`src/rtl/stream_mux_rr_if.sv`:
```
// ============================================================================
// stream_mux_rr_if : handshake/data bundle between N producers, the mux and
//                    one consumer.
// Revision 1.0
// ============================================================================
`default_nettype none

interface stream_mux_rr_if #(
  parameter int WIDTH    = 32,
  parameter int CHANNELS = 4
);
  localparam int SELW = $clog2(CHANNELS);

  logic [CHANNELS*WIDTH-1:0] in_data;
  logic [CHANNELS-1:0]       in_valid;
  logic [CHANNELS-1:0]       in_ready;
  logic [SELW-1:0]           sel;
  logic [WIDTH-1:0]          out_data;
  logic [SELW-1:0]           out_chan;
  logic                      out_valid;
  logic                      out_ready;

  // Environment side: producers, select source and consumer.
  modport master (
    output in_data, in_valid, sel, out_ready,
    input  in_ready, out_data, out_chan, out_valid
  );

  // Multiplexer side.
  modport slave (
    input  in_data, in_valid, sel, out_ready,
    output in_ready, out_data, out_chan, out_valid
  );
endinterface

`default_nettype wire

```
`src/rtl/stream_mux_rr.sv`:
```
// ============================================================================
// stream_mux_rr : N-channel registered stream mux, external select (MODE 0)
//                 or round-robin arbitration (MODE 1).
// Revision 1.0
// ============================================================================
`default_nettype none

module stream_mux_rr #(
  parameter int WIDTH    = 32,
  parameter int CHANNELS = 4,
  parameter int MODE     = 0
) (
  input  logic            clk,
  input  logic            rst,
  stream_mux_rr_if.slave  bus
);
  localparam int SELW = $clog2(CHANNELS);

  logic                load_en;
  logic                grant_vld;
  logic [SELW-1:0]     grant_idx;
  logic                xfer;
  logic [WIDTH-1:0]    grant_data;
  logic [CHANNELS-1:0] in_ready_w;

  logic [WIDTH-1:0]    out_data_q, out_data_d;
  logic [SELW-1:0]     out_chan_q, out_chan_d;
  logic                out_valid_q, out_valid_d;

  assign load_en = !out_valid_q || bus.out_ready;
  assign xfer    = !rst && load_en && grant_vld;

  generate
    if (MODE == 0) begin : g_ext_sel
      // Out-of-range select values grant nothing.
      always_comb begin
        grant_vld = 1'b0;
        grant_idx = '0;
        if (({1'b0, bus.sel} < (SELW+1)'(CHANNELS)) && bus.in_valid[bus.sel]) begin
          grant_vld = 1'b1;
          grant_idx = bus.sel;
        end
      end
    end else begin : g_round_robin
      logic [SELW-1:0] ptr_q, ptr_d;

      // Scan from the highest offset down so the closest channel to ptr wins.
      always_comb begin
        logic [SELW:0]   sum;
        logic [SELW-1:0] idx;
        grant_vld = 1'b0;
        grant_idx = '0;
        sum       = '0;
        idx       = '0;
        for (int k = CHANNELS-1; k >= 0; k--) begin
          sum = {1'b0, ptr_q} + (SELW+1)'(k);
          if (sum >= (SELW+1)'(CHANNELS)) begin
            sum = sum - (SELW+1)'(CHANNELS);
          end
          idx = sum[SELW-1:0];
          if (bus.in_valid[idx]) begin
            grant_vld = 1'b1;
            grant_idx = idx;
          end
        end
      end

      always_comb begin
        ptr_d = ptr_q;
        if (xfer) begin
          ptr_d = (grant_idx == SELW'(CHANNELS-1)) ? '0 : grant_idx + 1'b1;
        end
      end

      always_ff @(posedge clk) begin
        if (rst) begin
          ptr_q <= '0;
        end else begin
          ptr_q <= ptr_d;
        end
      end
    end
  endgenerate

  always_comb begin
    grant_data = '0;
    for (int i = 0; i < CHANNELS; i++) begin
      if (grant_idx == SELW'(i)) begin
        grant_data = bus.in_data[i*WIDTH +: WIDTH];
      end
    end
  end

  always_comb begin
    in_ready_w = '0;
    if (xfer) begin
      in_ready_w[grant_idx] = 1'b1;
    end
  end

  assign bus.in_ready = in_ready_w;

  // Without a grant the data/channel fields keep their last beat.
  always_comb begin
    out_data_d  = out_data_q;
    out_chan_d  = out_chan_q;
    out_valid_d = out_valid_q;
    if (load_en) begin
      out_valid_d = grant_vld;
      if (grant_vld) begin
        out_data_d = grant_data;
        out_chan_d = grant_idx;
      end
    end
  end

  always_ff @(posedge clk) begin
    if (rst) begin
      out_data_q  <= '0;
      out_chan_q  <= '0;
      out_valid_q <= 1'b0;
    end else begin
      out_data_q  <= out_data_d;
      out_chan_q  <= out_chan_d;
      out_valid_q <= out_valid_d;
    end
  end

  assign bus.out_data  = out_data_q;
  assign bus.out_chan  = out_chan_q;
  assign bus.out_valid = out_valid_q;

  a_ready_onehot : assert property (@(posedge clk) $onehot0(bus.in_ready));
  a_stall_frozen : assert property (@(posedge clk) disable iff (rst)
    (out_valid_q && !bus.out_ready) |=> (out_valid_q && $stable(out_data_q) && $stable(out_chan_q)));

endmodule

`default_nettype wire

```
`src/flat_wrapper.sv`:
```
// flat-port wrapper written by rule: the top's interface ports become plain ports
module stream_mux_rr_flat 
#(
  parameter int WIDTH    = 32,
  parameter int CHANNELS = 4,
  parameter int MODE     = 0
)
  (clk, rst, bus_in_data, bus_in_valid, bus_sel, bus_out_ready, bus_in_ready, bus_out_data, bus_out_chan, bus_out_valid);
  stream_mux_rr_if #(.WIDTH(WIDTH), .CHANNELS(CHANNELS)) bus_i ();
  input  logic clk;
  input  logic rst;
  input wire logic [$bits(bus_i.in_data)-1:0] bus_in_data;
  input wire logic [$bits(bus_i.in_valid)-1:0] bus_in_valid;
  input wire logic [$bits(bus_i.sel)-1:0] bus_sel;
  input wire logic [$bits(bus_i.out_ready)-1:0] bus_out_ready;
  output wire logic [$bits(bus_i.in_ready)-1:0] bus_in_ready;
  output wire logic [$bits(bus_i.out_data)-1:0] bus_out_data;
  output wire logic [$bits(bus_i.out_chan)-1:0] bus_out_chan;
  output wire logic [$bits(bus_i.out_valid)-1:0] bus_out_valid;
  assign bus_i.in_data = bus_in_data;
  assign bus_i.in_valid = bus_in_valid;
  assign bus_i.sel = bus_sel;
  assign bus_i.out_ready = bus_out_ready;
  assign bus_in_ready = bus_i.in_ready;
  assign bus_out_data = bus_i.out_data;
  assign bus_out_chan = bus_i.out_chan;
  assign bus_out_valid = bus_i.out_valid;
  stream_mux_rr #(.WIDTH(WIDTH), .CHANNELS(CHANNELS), .MODE(MODE)) u_core (.clk(clk), .rst(rst), .bus(bus_i));
endmodule
```
`config.mk`:
```
export PLATFORM = sky130hd
export DESIGN_NAME = stream_mux_rr_flat
export DESIGN_NICKNAME = d
export VERILOG_FILES = /design/src/rtl/stream_mux_rr_if.sv /design/src/rtl/stream_mux_rr.sv /design/src/flat_wrapper.sv
export SDC_FILE = /design/constraint.sdc
export NUM_CORES = 1
export LEC_CHECK = 0
export ABC_AREA = 1
export BUFFER_PORTS_ARGS = -buffer_cell sky130_fd_sc_hd__buf_2
export CORE_ASPECT_RATIO = 1.5
export CORE_MARGIN = 3
export CORE_UTILIZATION = 40
export DETAILED_ROUTE_END_ITERATION = 10
export PLACE_DENSITY_LB_ADDON = 0.15
export SYNTH_ARGS = -nofsm -noshare
export SYNTH_HDL_FRONTEND = slang
export SYNTH_SLANG_ARGS = --single-unit
```
`constraint.sdc`:
```
create_clock -name clk -period 1.43 [get_ports clk]
set_input_delay 0.2145 -clock clk [delete_from_list [all_inputs] [get_ports clk]]
set_output_delay 0.2145 -clock clk [all_outputs]
set_load 0.05 [all_outputs]
```
* After elaboration in Yosys (flattened, before gate mapping)
Cells that the tools add are included.
** Word-level totals
- Flip-flop bits (word level) :: 35
- Output and inout bits :: 39
- Word-level logic and storage cells :: 28
** Cells by class
- $lt $le $gt $ge :: 3
- Equality and inequality tests :: 3
- Multiplexer cells :: 11
- Reduce and logical (&&, ||, !) cells :: 8
** Operators by type and width (count)
- $mux 32 :: 4
- $lt 2x3->1 const B :: 2
- $eq 2x2->1 const B :: 2
- $mux 4 :: 1
- $logic_and 1x1->1 :: 3
- $mux 1 :: 3
- $bmux 1 s2 :: 1
- $demux 1 s2 :: 1
- $eq 2x1->1 const B :: 1
- $ge 2x1->1 const B :: 1
- $logic_not 1->1 :: 2
- $logic_not 2->1 :: 1
- $mux 2 :: 1
- $reduce_and 2->1 :: 1
- $logic_or 1x1->1 :: 1

* Depth between registers and ports, before layout
- Depth in word-level cells :: 8
- Mapped depth :: 10

* Least setup slack after synthesis
No wires, ideal clock.
- Path type :: input to output
- Start :: input bus_sel[0]
- End :: output bus_in_ready[3]
- Arrival :: 1538 ps
- Data required time :: 1216 ps
- Path slack :: -322 ps
- Stages on the path :: 7
- Path buffers :: 2
- Cells stage by stage :: buf_6 nand2_2 nand3_4 inv_1 buf_2 nand2_1 nor2_1
** Between the ends
- Word-level cells in the longest chain between the ends :: 8
- Elaborated cells on any way between the ends :: 11
** RTL lines
- start, declared :: line flat_wrapper.sv:14 : input wire logic [$bits(bus_i.sel)-1:0] bus_sel;
- $bmux 1 s2 :: line stream_mux_rr.sv:39 : if (({1'b0, bus.sel} < (SELW+1)'(CHANNELS)) && bus.in_valid[bus.sel]) begin
- $mux 1 (not written as such) :: line stream_mux_rr.sv:39
- $mux 2 :: line stream_mux_rr.sv:39
- $lt 2x3->1 (not written as such) / $ge 2x1->1 (equally long branches) :: line stream_mux_rr.sv:97 : in_ready_w[grant_idx] = 1'b1;
- $logic_and 1x1->1 (not written as such) :: line stream_mux_rr.sv:97
- $mux 1 (not written as such) :: line stream_mux_rr.sv:97
- $demux 1 s2
- $mux 4 * :: line stream_mux_rr.sv:96 : if (xfer) begin
- end, declared :: line flat_wrapper.sv:16 : output wire logic [$bits(bus_i.in_ready)-1:0] bus_in_ready;
Mark *: on every way between the ends. The rest lies on a longest branch, timed or not. The select of a mux whose other input is x is not followed.

* Final worst setup path
- Start :: register u_core.out_valid_q (netlist: u_core.bus.out_valid)
- End :: output bus_in_ready[2]
** Between the ends
- Word-level cells in the longest chain between the ends :: 5
** RTL lines
- start, declared :: line stream_mux_rr.sv:28 : logic out_valid_q, out_valid_d;
- start signal, assigned :: line stream_mux_rr.sv:125 : out_valid_q <= out_valid_d;
- $logic_not 1->1 :: line stream_mux_rr.sv:30 : assign load_en = !out_valid_q || bus.out_ready;
- $logic_or 1x1->1 :: line stream_mux_rr.sv:30
- $logic_and 1x1->1 (2 in series) :: line stream_mux_rr.sv:31 : assign xfer = !rst && load_en && grant_vld;
- $mux 4 :: line stream_mux_rr.sv:96
Every way passes these cells.

==> run_results.csv <==
group,metric,value,unit
status,status,"complete, but fails checks",
status,failed_checks,"setup timing",
logic_synthesis,synth_most_common_cell,"nand2_1",
timing,maxSlewViolCount,0,
routing,drt_pass1_iterations,5,
min_path,min_path_type,"in -> reg",
global_routing,grt_use_total,26.7,%
place,dp_hpwl,7720,µm
worst_setup_path,slowest_delay,0.34,ns
timing,min_period,1.52,ns
final_layout,diodes,0,
final_layout,multi_input_area,1540,µm²
worst_setup_path,crit_start,"u_core.bus.out_valid",
logic_synthesis,synth_seq_cells,35,
logic_synthesis,ys_top_cells_by_count,"nand2_1, a21oi_1, nand3_1, nor2_1, dfxtp_1",
timing,fin_ws,-0.0949,ns
worst_setup_path,r2r_cells,10,
timing,rsz0062_at_grt,"true",
global_routing,grt_start_max_net_pins,55,
power_and_ir_drop,ir_drop,0.440,mV
power_and_ir_drop,net-switching-power,1.47,mW
clock_tree,cts_root_buffer,"clkbuf_8",
worst_setup_path,crit_buf_inv,3,
worst_setup_path,start_kind,"flop",
routing,initialDrtViolationCount,162,
global_routing,grt_pass1_wl,15500,µm
die,chipHeight,103,µm
power_and_ir_drop,seqPwrFrac,34.2,%
worst_setup_path,r2r_start,"u_core.bus.out_valid",
die,fp.coreArea,5960,µm²
worst_setup_path,arrival,1.31,ns
worst_setup_path,path_cells,"inv_2, nor2_4, nor2_4, nand2_4, buf_12, nor2_4, buf_8",
timing,hold_violations,0,
die,initial_core_util,42.1,%
logic_synthesis,yosysSeqAreaShare,27.9,%
final_layout,seqCellArea,704,µm²
worst_setup_path,ff2ff_setup_slack,0.13,ns
timing,slew_headroom,66.4,%
logic_synthesis,yosys.area.top_type_share,27.9,%
worst_setup_path,cp_slowest_cell,"dfxtp_4",
timing,max_freq,656,MHz
logic_synthesis,synth_edf_count,0,
worst_setup_path,r2r-end,"u_core.bus.out_data[28]",
timing,setup_viol,3,
global_routing,grt_pass1_vias,3450,
die,die_width,70.6,µm
place,gp_congestion,0.880,
final_layout,utilization,62.1,%
routing,routed_wl,9930,µm
power_and_ir_drop,internal-power,1.94,mW
worst_setup_path,crit_end,"bus_in_ready[2]",
logic_synthesis,yosysWarnings,0,
clock_tree,clk_pin_slew,0.07,ns
routing,vias,3454,
global_routing,grt_antenna_before_repair,0,
place,dpl_cell_area,3530,µm²
logic_synthesis,ys_types,19,
worst_setup_path,cpMostUsedCell,"nor2_4",
power_and_ir_drop,combPwrFrac,45.3,%
clock_tree,numCtsBuffers,5,
logic_synthesis,synthFlopType,"dfxtp_1",
flow_run,drv_cap,0,
global_routing,grt_overflow,0,
clock_tree,worstSkewPairLatency,0.29,ns
worst_setup_path,crit_family,"flip-flops",
clock_tree,max-clock-path-buffers,2,
final_layout,synthToLayoutAreaGrowth,47.5,%
die,fp-row-count,34,
logic_synthesis,synth.cell_area,2510,µm²
worst_setup_path,end_kind,"primary output",
logic_synthesis,ys_async_sr_fraction,0,%
die,die_area,7270,µm²
worst_setup_path,cp_max_fo,3,
routing,final_antenna_net_count,0,
final_layout,fillers,593,
logic_synthesis,ys_top_cells_by_area,"dfxtp_1, nand2_1, a21oi_1, nand4_1, nand3_1",
timing,worst_clock_skew,0.00483,ns
final_layout,stdcell_count,674,
power_and_ir_drop,p_leak,2.08,nW
timing,final.setup.tns,-0.187,ns
worst_setup_path,cp.depth,7,
routing,drcViolationCount,0,
final_layout,fin_area,3700,µm²
final_layout,drive_above_1_share,38.4,%
logic_synthesis,synth_top_area_cell,"dfxtp_1",
place,numPortBuffers,175,
clock_tree,clock_sinks,35,
clock_tree,htree_levels,2,
logic_synthesis,syn-instance-count,424,
timing,worst_pin_slew,0.504,ns
die,ios,176,
place,dp.cells,664,
clock_tree,holdBufCountCts,0,
worst_setup_path,critPathKind,"reg -> out",
logic_synthesis,synth_nets,561,
power_and_ir_drop,powerDensity,923,nW/µm²
power_and_ir_drop,swShare,43.1,%
final_layout,nNetsFinal,738,
power_and_ir_drop,clockPowerShare,20.5,%
logic_synthesis,avgSynthCellArea,5.91,µm²
worst_setup_path,crit_required,1.22,ns
timing,min_period_over_period,107,%
routing,wire_per_inst,14.7,µm
routing,viasPerCell,5.12,
clock_tree,cts_tree,"done",
[cell usage in the layout, fill, tap and decap left out]
master      instances
nand4_1            34
buf_2             171
clkinv_1            2
inv_2               5
dfxtp_1            34
nor2_1             38
buf_6               1
clkinv_2            3
nand2_2             2
nor2_4              5
nand3_4             1
dfxtp_4             1
buf_12              4
o21ai_0             4
a21oi_1            56
nand3_1            41
nand2_4             4
buf_4              23
clkbuf_8            5
buf_8               3
nand2_1           140
clkinvlp_4          1
inv_1              22
nand3_2             2
[routing by layer]
metal	up-vias	GRT usage, %	share of wire (%)
li1	1738	-	-
met1	1512	26.6	34
met2	179	53.5	54
met3	25	4.59	8.1
met4	0	11.7	3.7
met5	-	0	0
[worst reg2reg max path, cell delays in order (launching register included)]
cell	delay (ns)
dfxtp_4	0.34
inv_2	0.06
nor2_4	0.04
buf_4	0.12
inv_1	0.09
nand2_4	0.06
inv_2	0.06
buf_12	0.15
nand3_1	0.13
nor2_1	0.12
nor2_1	0.04
[stage by stage]
step	power, mW	hold slack, ns	worst slack (ns)
global route	3.61	0.237	-0.153
floorplan	2.21	0.405	0.0157
finish	3.41	0.221	-0.0949
detailed placement	2.71	0.458	-0.127
CTS	3.41	0.210	-0.0897
global placement	2.70	0.458	-0.0666
[registers in the layout, indices dropped and copies added, names as in the netlist]
| name | count |
|---|---|
| u_core.bus.out_data | 32 |
| u_core.bus.out_chan | 2 |
| u_core.bus.out_valid | 1 |
[cells by family after synthesis]
logic type / count (synthesis) / synth area share [%]
AND/OR/NAND/NOR: 267 / 47.7
AO/OA/AOI/OAI: 60 / 12.0
flip-flops: 35 / 27.9
buffers and inverters: 62 / 12.4
[power by group through the flow]
stage	Sequential, mW	Combinational [mW]	Clock [mW]
2_1_floorplan	1.63	0.578	0
3_3_place_gp	1.19	1.51	0
4_1_cts	1.17	1.54	0.705
6_report	1.17	1.54	0.700
5_1_grt	1.18	1.68	0.746
3_5_place_dp	1.19	1.52	0
[layout make-up]
class | count | area share [%]
clock buffer | 5 | 1.86
clock inverter | 3 | 0.406
inverter | 30 | 3.15
multi-input combinational | 327 | 41.6
sequential | 35 | 19.1
tap | 72 | 2.44
timing repair buffer | 202 | 31.5
[how the worst min path moves through the flow]
stage                                start                      end  slack (ns)  depth (start not counted)
CTS                       bus_in_data[111]  u_core.bus.out_data[15]        0.21                          3
finish                    bus_in_data[125]  u_core.bus.out_data[29]        0.22                          3
detailed placement  u_core.bus.out_chan[1]   u_core.bus.out_chan[1]        0.46                          2
floorplan                 bus_in_data[111]  u_core.bus.out_data[15]        0.41                          2
global placement    u_core.bus.out_chan[1]   u_core.bus.out_chan[1]        0.46                          2
global route              bus_in_data[104]   u_core.bus.out_data[8]        0.24                          3
[what timing repair did]
action	4_1_cts	5_1_grt
gates cloned	0	0
setup buffers	0	2
setup endpoints to repair	4	4
pin swaps	1	1
resized for setup	12	2
Note: power is estimated with default switching activity, not from simulation.
